$ cat src/rtl/imm_extend_pipe.sv
// Pipelined immediate extender: SIGN/ZERO/UPPER/BRANCH forms with a truncation flag,
// delivered through a registered two-entry (MAIN + SKID) output buffer.
module imm_extend_pipe #(
    parameter int unsigned IN_W     = 17,
    parameter int unsigned OUT_W    = 32,
    parameter int unsigned UPPER_SH = 16
) (
    input  logic             clock,
    input  logic             reset_n,
    input  logic             in_valid,
    output logic             in_ready,
    input  logic [IN_W-1:0]  in_imm,
    input  logic [1:0]       in_mode,
    output logic             out_valid,
    input  logic             out_ready,
    output logic [OUT_W-1:0] out_data,
    output logic             out_trunc
);

    localparam logic [1:0] ST_EMPTY = 2'd0;
    localparam logic [1:0] ST_ONE   = 2'd1;
    localparam logic [1:0] ST_FULL  = 2'd2;

    localparam logic [1:0] MODE_SIGN   = 2'b00;
    localparam logic [1:0] MODE_ZERO   = 2'b01;
    localparam logic [1:0] MODE_UPPER  = 2'b10;
    localparam logic [1:0] MODE_BRANCH = 2'b11;

    logic [1:0]       state_q, state_d;
    logic [OUT_W-1:0] main_data_q, main_data_d;
    logic             main_trunc_q, main_trunc_d;
    logic [OUT_W-1:0] skid_data_q, skid_data_d;
    logic             skid_trunc_q, skid_trunc_d;

    logic [OUT_W-1:0]   sext, zext;
    logic [2*OUT_W-1:0] up_full;
    logic [OUT_W-1:0]   ext_data;
    logic               ext_trunc;
    logic               accept, xfer;

    // Upper form is shifted in a double-width word so every bit pushed past OUT_W
    // lands in the top half and feeds the truncation flag directly.
    always_comb begin
        sext      = {{(OUT_W-IN_W){in_imm[IN_W-1]}}, in_imm};
        zext      = {{(OUT_W-IN_W){1'b0}}, in_imm};
        up_full   = {{OUT_W{1'b0}}, zext} << UPPER_SH;
        ext_data  = sext;
        ext_trunc = 1'b0;
        case (in_mode)
            MODE_SIGN: begin
                ext_data  = sext;
                ext_trunc = 1'b0;
            end
            MODE_ZERO: begin
                ext_data  = zext;
                ext_trunc = 1'b0;
            end
            MODE_UPPER: begin
                ext_data  = up_full[OUT_W-1:0];
                ext_trunc = |up_full[2*OUT_W-1:OUT_W];
            end
            MODE_BRANCH: begin
                ext_data  = {sext[OUT_W-3:0], 2'b00};
                ext_trunc = !((sext[OUT_W-1] == sext[OUT_W-2]) &&
                              (sext[OUT_W-2] == sext[OUT_W-3]));
            end
            default: ;
        endcase
    end

    assign in_ready  = (state_q != ST_FULL);
    assign out_valid = (state_q != ST_EMPTY);
    assign out_data  = main_data_q;
    assign out_trunc = main_trunc_q;
    assign accept    = in_valid && in_ready;
    assign xfer      = out_valid && out_ready;

    always_comb begin
        state_d      = state_q;
        main_data_d  = main_data_q;
        main_trunc_d = main_trunc_q;
        skid_data_d  = skid_data_q;
        skid_trunc_d = skid_trunc_q;
        case (state_q)
            ST_EMPTY: begin
                if (accept) begin
                    main_data_d  = ext_data;
                    main_trunc_d = ext_trunc;
                    state_d      = ST_ONE;
                end
            end
            ST_ONE: begin
                if (accept && xfer) begin
                    main_data_d  = ext_data;
                    main_trunc_d = ext_trunc;
                end else if (accept) begin
                    skid_data_d  = ext_data;
                    skid_trunc_d = ext_trunc;
                    state_d      = ST_FULL;
                end else if (xfer) begin
                    state_d = ST_EMPTY;
                end
            end
            ST_FULL: begin
                if (xfer) begin
                    main_data_d  = skid_data_q;
                    main_trunc_d = skid_trunc_q;
                    state_d      = ST_ONE;
                end
            end
            default: state_d = ST_EMPTY;
        endcase
    end

    always_ff @(posedge clock or negedge reset_n) begin
        if (!reset_n) begin
            state_q      <= ST_EMPTY;
            main_data_q  <= '0;
            main_trunc_q <= 1'b0;
            skid_data_q  <= '0;
            skid_trunc_q <= 1'b0;
        end else begin
            state_q      <= state_d;
            main_data_q  <= main_data_d;
            main_trunc_q <= main_trunc_d;
            skid_data_q  <= skid_data_d;
            skid_trunc_q <= skid_trunc_d;
        end
    end

endmodule

$ cat config.mk
export PLATFORM = sky130hd
export DESIGN_NAME = imm_extend_pipe
export DESIGN_NICKNAME = d
export VERILOG_FILES = /design/src/rtl/imm_extend_pipe.sv
export SDC_FILE = /design/constraint.sdc
export NUM_CORES = 1
export LEC_CHECK = 0
export CAP_MARGIN = 20
export CORE_MARGIN = 2
export CORE_UTILIZATION = 50
export CTS_BUF_LIST = sky130_fd_sc_hd__clkbuf_4
export DETAILED_ROUTE_END_ITERATION = 10
export PLACE_DENSITY = 0.83
export SETUP_SLACK_MARGIN = 0.4
export SYNTH_ARGS = -nofsm -noshare
export SYNTH_HDL_FRONTEND = slang
export SYNTH_SLANG_ARGS = --single-unit
$ cat constraint.sdc
create_clock -name clock -period 1.55 [get_ports clock]
set_clock_uncertainty 0.05 [all_clocks]
set_input_delay 0.31 -clock clock [delete_from_list [all_inputs] [get_ports clock]]
set_output_delay 0.31 -clock clock [all_outputs]
set_load 0.005 [all_outputs]
==> impl_metrics.tcl <==
set metrics [dict create \
    period_needed_ps 1720 \
    grt_pass1_wl_um 19500 \
    cp_slowest_cell "dfrtp_2" \
    fin_nets 536 \
    comb_power_share_pct 42.1 \
    grt_pass1_vias 3817 \
    grtUsageTotal_pct 30.7 \
    htree_levels 3 \
    synth_top_area_share_pct 46.2 \
    synth.distinct_cells 42 \
    fp.dieW_um 89.8 \
    avgSynthCellArea_um2 9.79 \
    leakagePower_uw 0.00262 \
    numCtsBuffers 9 \
    worst_ep_required_time_ps 1190 \
    synth_seq_area_share_pct 46.2 \
    port_buffers 57 \
    drt-total-wl_um 13400 \
    fill_cells 408 \
    rsz0062_at_grt "yes" \
    p_switching_uw 2660 \
    ir_worst_vdd_uv 734 \
    fin_cells 617 \
    synthesis.area_um2 3680 \
    vias_per_cell 6.17 \
    crit_arrival_ps 1360 \
    drt_iter0_drc 275 \
    pre_cts_slack_ps -640 \
    critPathBufInv 1 \
    fin_tns_setup_ps -3900 \
    ys_ff_latch 68 \
    drive_above_1_share_pct 46.9 \
    cp_max_fo 4 \
    crit_path_start_kind "flop" \
    cts_num_sinks 68 \
    antenna_cells 0 \
    io_pins 58 \
    critPathLaunch "state_q[0]" \
    drv_cap 0 \
    outcome "complete, but fails checks" \
    power.internal_uw 4560 \
    yosysTopAreaCell "dfrtp_1" \
    maxSlewHeadroom_pct 74.8 \
    die_h_um 89.8 \
    place.gp.congestion 0.841 \
    multi_input_area_um2 2090 \
    syn_inst 376 \
    path_cells "or2_4 > buf_6" \
    maxSlewViolCount 0 \
    place_inst 555 \
    grt_max_degree 69 \
    clock_latency_ps 460 \
    dieArea_um2 8070 \
    netSwitchingFraction_pct 36.9 \
    power.density_nw_per_um2 1290 \
    finalWorstSetupSlack_ps -166 \
    clock.fmax_mhz 583 \
    ys_warn_count 0 \
    syn_nets 399 \
    dr_total_vias 3806 \
    antenna_found_initial 0 \
    drc_errors 0 \
    max_stage_delay_ps 490 \
    antenna_left 0 \
    reg2reg_from "state_q[0]" \
    fin_crit_sh_pct 111 \
    end_kind "output port" \
    start_util_pct 51.3 \
    rows 31 \
    cts_buffer_depth 2 \
    avgRoutedWirePerCell_um 21.8 \
    hold_path.class "in -> async" \
    synthTopCellsByArea "dfrtp_1 (46%), mux2i_1 (5.4%), nand2_1 (4.0%)" \
    core_area_um2 7180 \
    postPlaceCellArea_um2 4930 \
    setup_viol 62 \
    clkPwrFrac_pct 18.3 \
    worst_pin_slew_ps 377 \
    dr.pass1.iters 7 \
    root_buffer "clkbuf_4" \
    seq_area_um2 1700 \
    clk_pin_slew_ps 140 \
    crit_type "reg -> out" \
    sequentialPowerShare_pct 39.6 \
    area_growth_pct 52.5 \
    hold_ws_ps 320 \
    cp_top_family "flip-flops" \
    failed_checks "setup timing" \
    grt_overflow 0 \
    final_cell_area_um2 5620 \
    final_hold_viol_count 0 \
    cts_tree "yes" \
    dpl.hpwl_um 7240 \
]
-- metrics by stage --
| stage | utilization (%) | total power (µW) |
|---|---|---|
| floorplan | - | 4200 |
| global placement | 68.7 | 5230 |
| detailed placement | 68.7 | 5380 |
| CTS | 74.5 | 6750 |
| global route | 78.3 | 7580 |
| finish | 78.3 | 7230 |
-- cell usage after synthesis (all sizes together) --
| master | number |
|---|---|
| a211o | 1 |
| a211oi | 3 |
| a21o | 1 |
| a21oi | 30 |
| a221oi | 16 |
| a22oi | 11 |
| a31oi | 2 |
| and2 | 1 |
| and3 | 14 |
| and3b | 1 |
| and4bb | 1 |
| buf | 29 |
| clkbuf | 7 |
| dfrtp | 68 |
| inv | 18 |
| mux2 | 1 |
| mux2i | 20 |
| nand2 | 39 |
| nand2b | 2 |
| nand3 | 2 |
| nand3b | 1 |
| nand4bb | 1 |
| nor2 | 21 |
| nor2b | 20 |
| o211ai | 4 |
| o21ai | 16 |
| o22ai | 1 |
| o2bb2ai | 11 |
| o31ai | 18 |
| or2 | 1 |
| or3b | 14 |
| xnor2 | 1 |
-- area by class of cell --
class | instances | area share [%]
clock buffers | 9 | 1.20
flip-flops and latches | 68 | 30.3
inverters | 18 | 1.25
clock inverters | 7 | 1.45
well taps | 99 | 2.21
repair buffers | 162 | 26.4
multi-input cells | 254 | 37.2
-- metal layers --
layer | GRT usage [%] | share of wire (%) | wire length, µm
met2 | 53.9 | 51 | 6800
met4 | 14.0 | 4.6 | 622
met3 | 4.69 | 7.5 | 1010
met5 | 0 | 0 | 0
met1 | 37.5 | 37 | 4990
-- what timing repair did --
action,in CTS,in global routing
gates resized for setup,171,22
hold endpoints to repair,68,0
endpoints found under the setup margin,103,103
pin swaps,6,7
hold buffers,1,0
setup buffers,27,12
cloned,3,3
-- worst paths after layout --
path | to | slack, ps | cells after the start
setup / recovery | out_valid | -170 | 2
hold / removal | skid_data_q[1] | 320 | 3
setup reg to reg | out_data[9] | -150 | 7
hold reg to reg | skid_data_q[11] | 460 | 2
max in group asynchronous | skid_data_q[21] | 810 | 3
min in group clock | skid_data_q[11] | 460 | 2
-- tightest hold or removal path, stage by stage --
cell,delay (ps)
dlygate4sd3_1,510
buf_2,120
buf_12,320
-- cells by family after synthesis --
group	Yosys count	synth area share, %
XOR/XNOR	1	0.748
buffers and inverters	54	7.98
flip-flops	68	46.2
AND/OR/NAND/NOR	118	17.9
multiplexers	21	5.74
AO/OA/AOI/OAI	114	21.4
-- state kept, by name (all words and copies together), names as in the netlist --
register      count
skid_data_q      32
skid_trunc_q      1
out_data         32
out_trunc         1
state_q           2
-- placed cells by master (no fill, tap or decap), drive strengths merged, types with 2 or more instances in the layout --
cell type / Yosys / routed
nand3: 2 / 2
nor2: 21 / 21
a221oi: 16 / 16
or3b: 14 / 14
inv: 18 / 22
a211oi: 3 / 3
a22oi: 11 / 11
a31oi: 2 / 2
clkbuf: 7 / 12
o21ai: 16 / 16
mux2i: 20 / 20
nand2: 39 / 39
nor2b: 20 / 20
buf: 29 / 136
nand2b: 2 / 2
and3: 14 / 14
clkdlybuf4s50: 0 / 21
o31ai: 18 / 18
o2bb2ai: 11 / 11
o211ai: 4 / 4
a21oi: 30 / 30
dfrtp: 68 / 68
-- power by group through the flow --
stage               combinational (µW)  clock [µW]  sequential, µW
floorplan                         1390           0            2810
global placement                  2390           0            2840
detailed placement                2490           0            2880
CTS                               2630        1300            2820
global route                      3270        1390            2920
finish                            3040        1320            2860
Power figures use the tool's default switching activity.
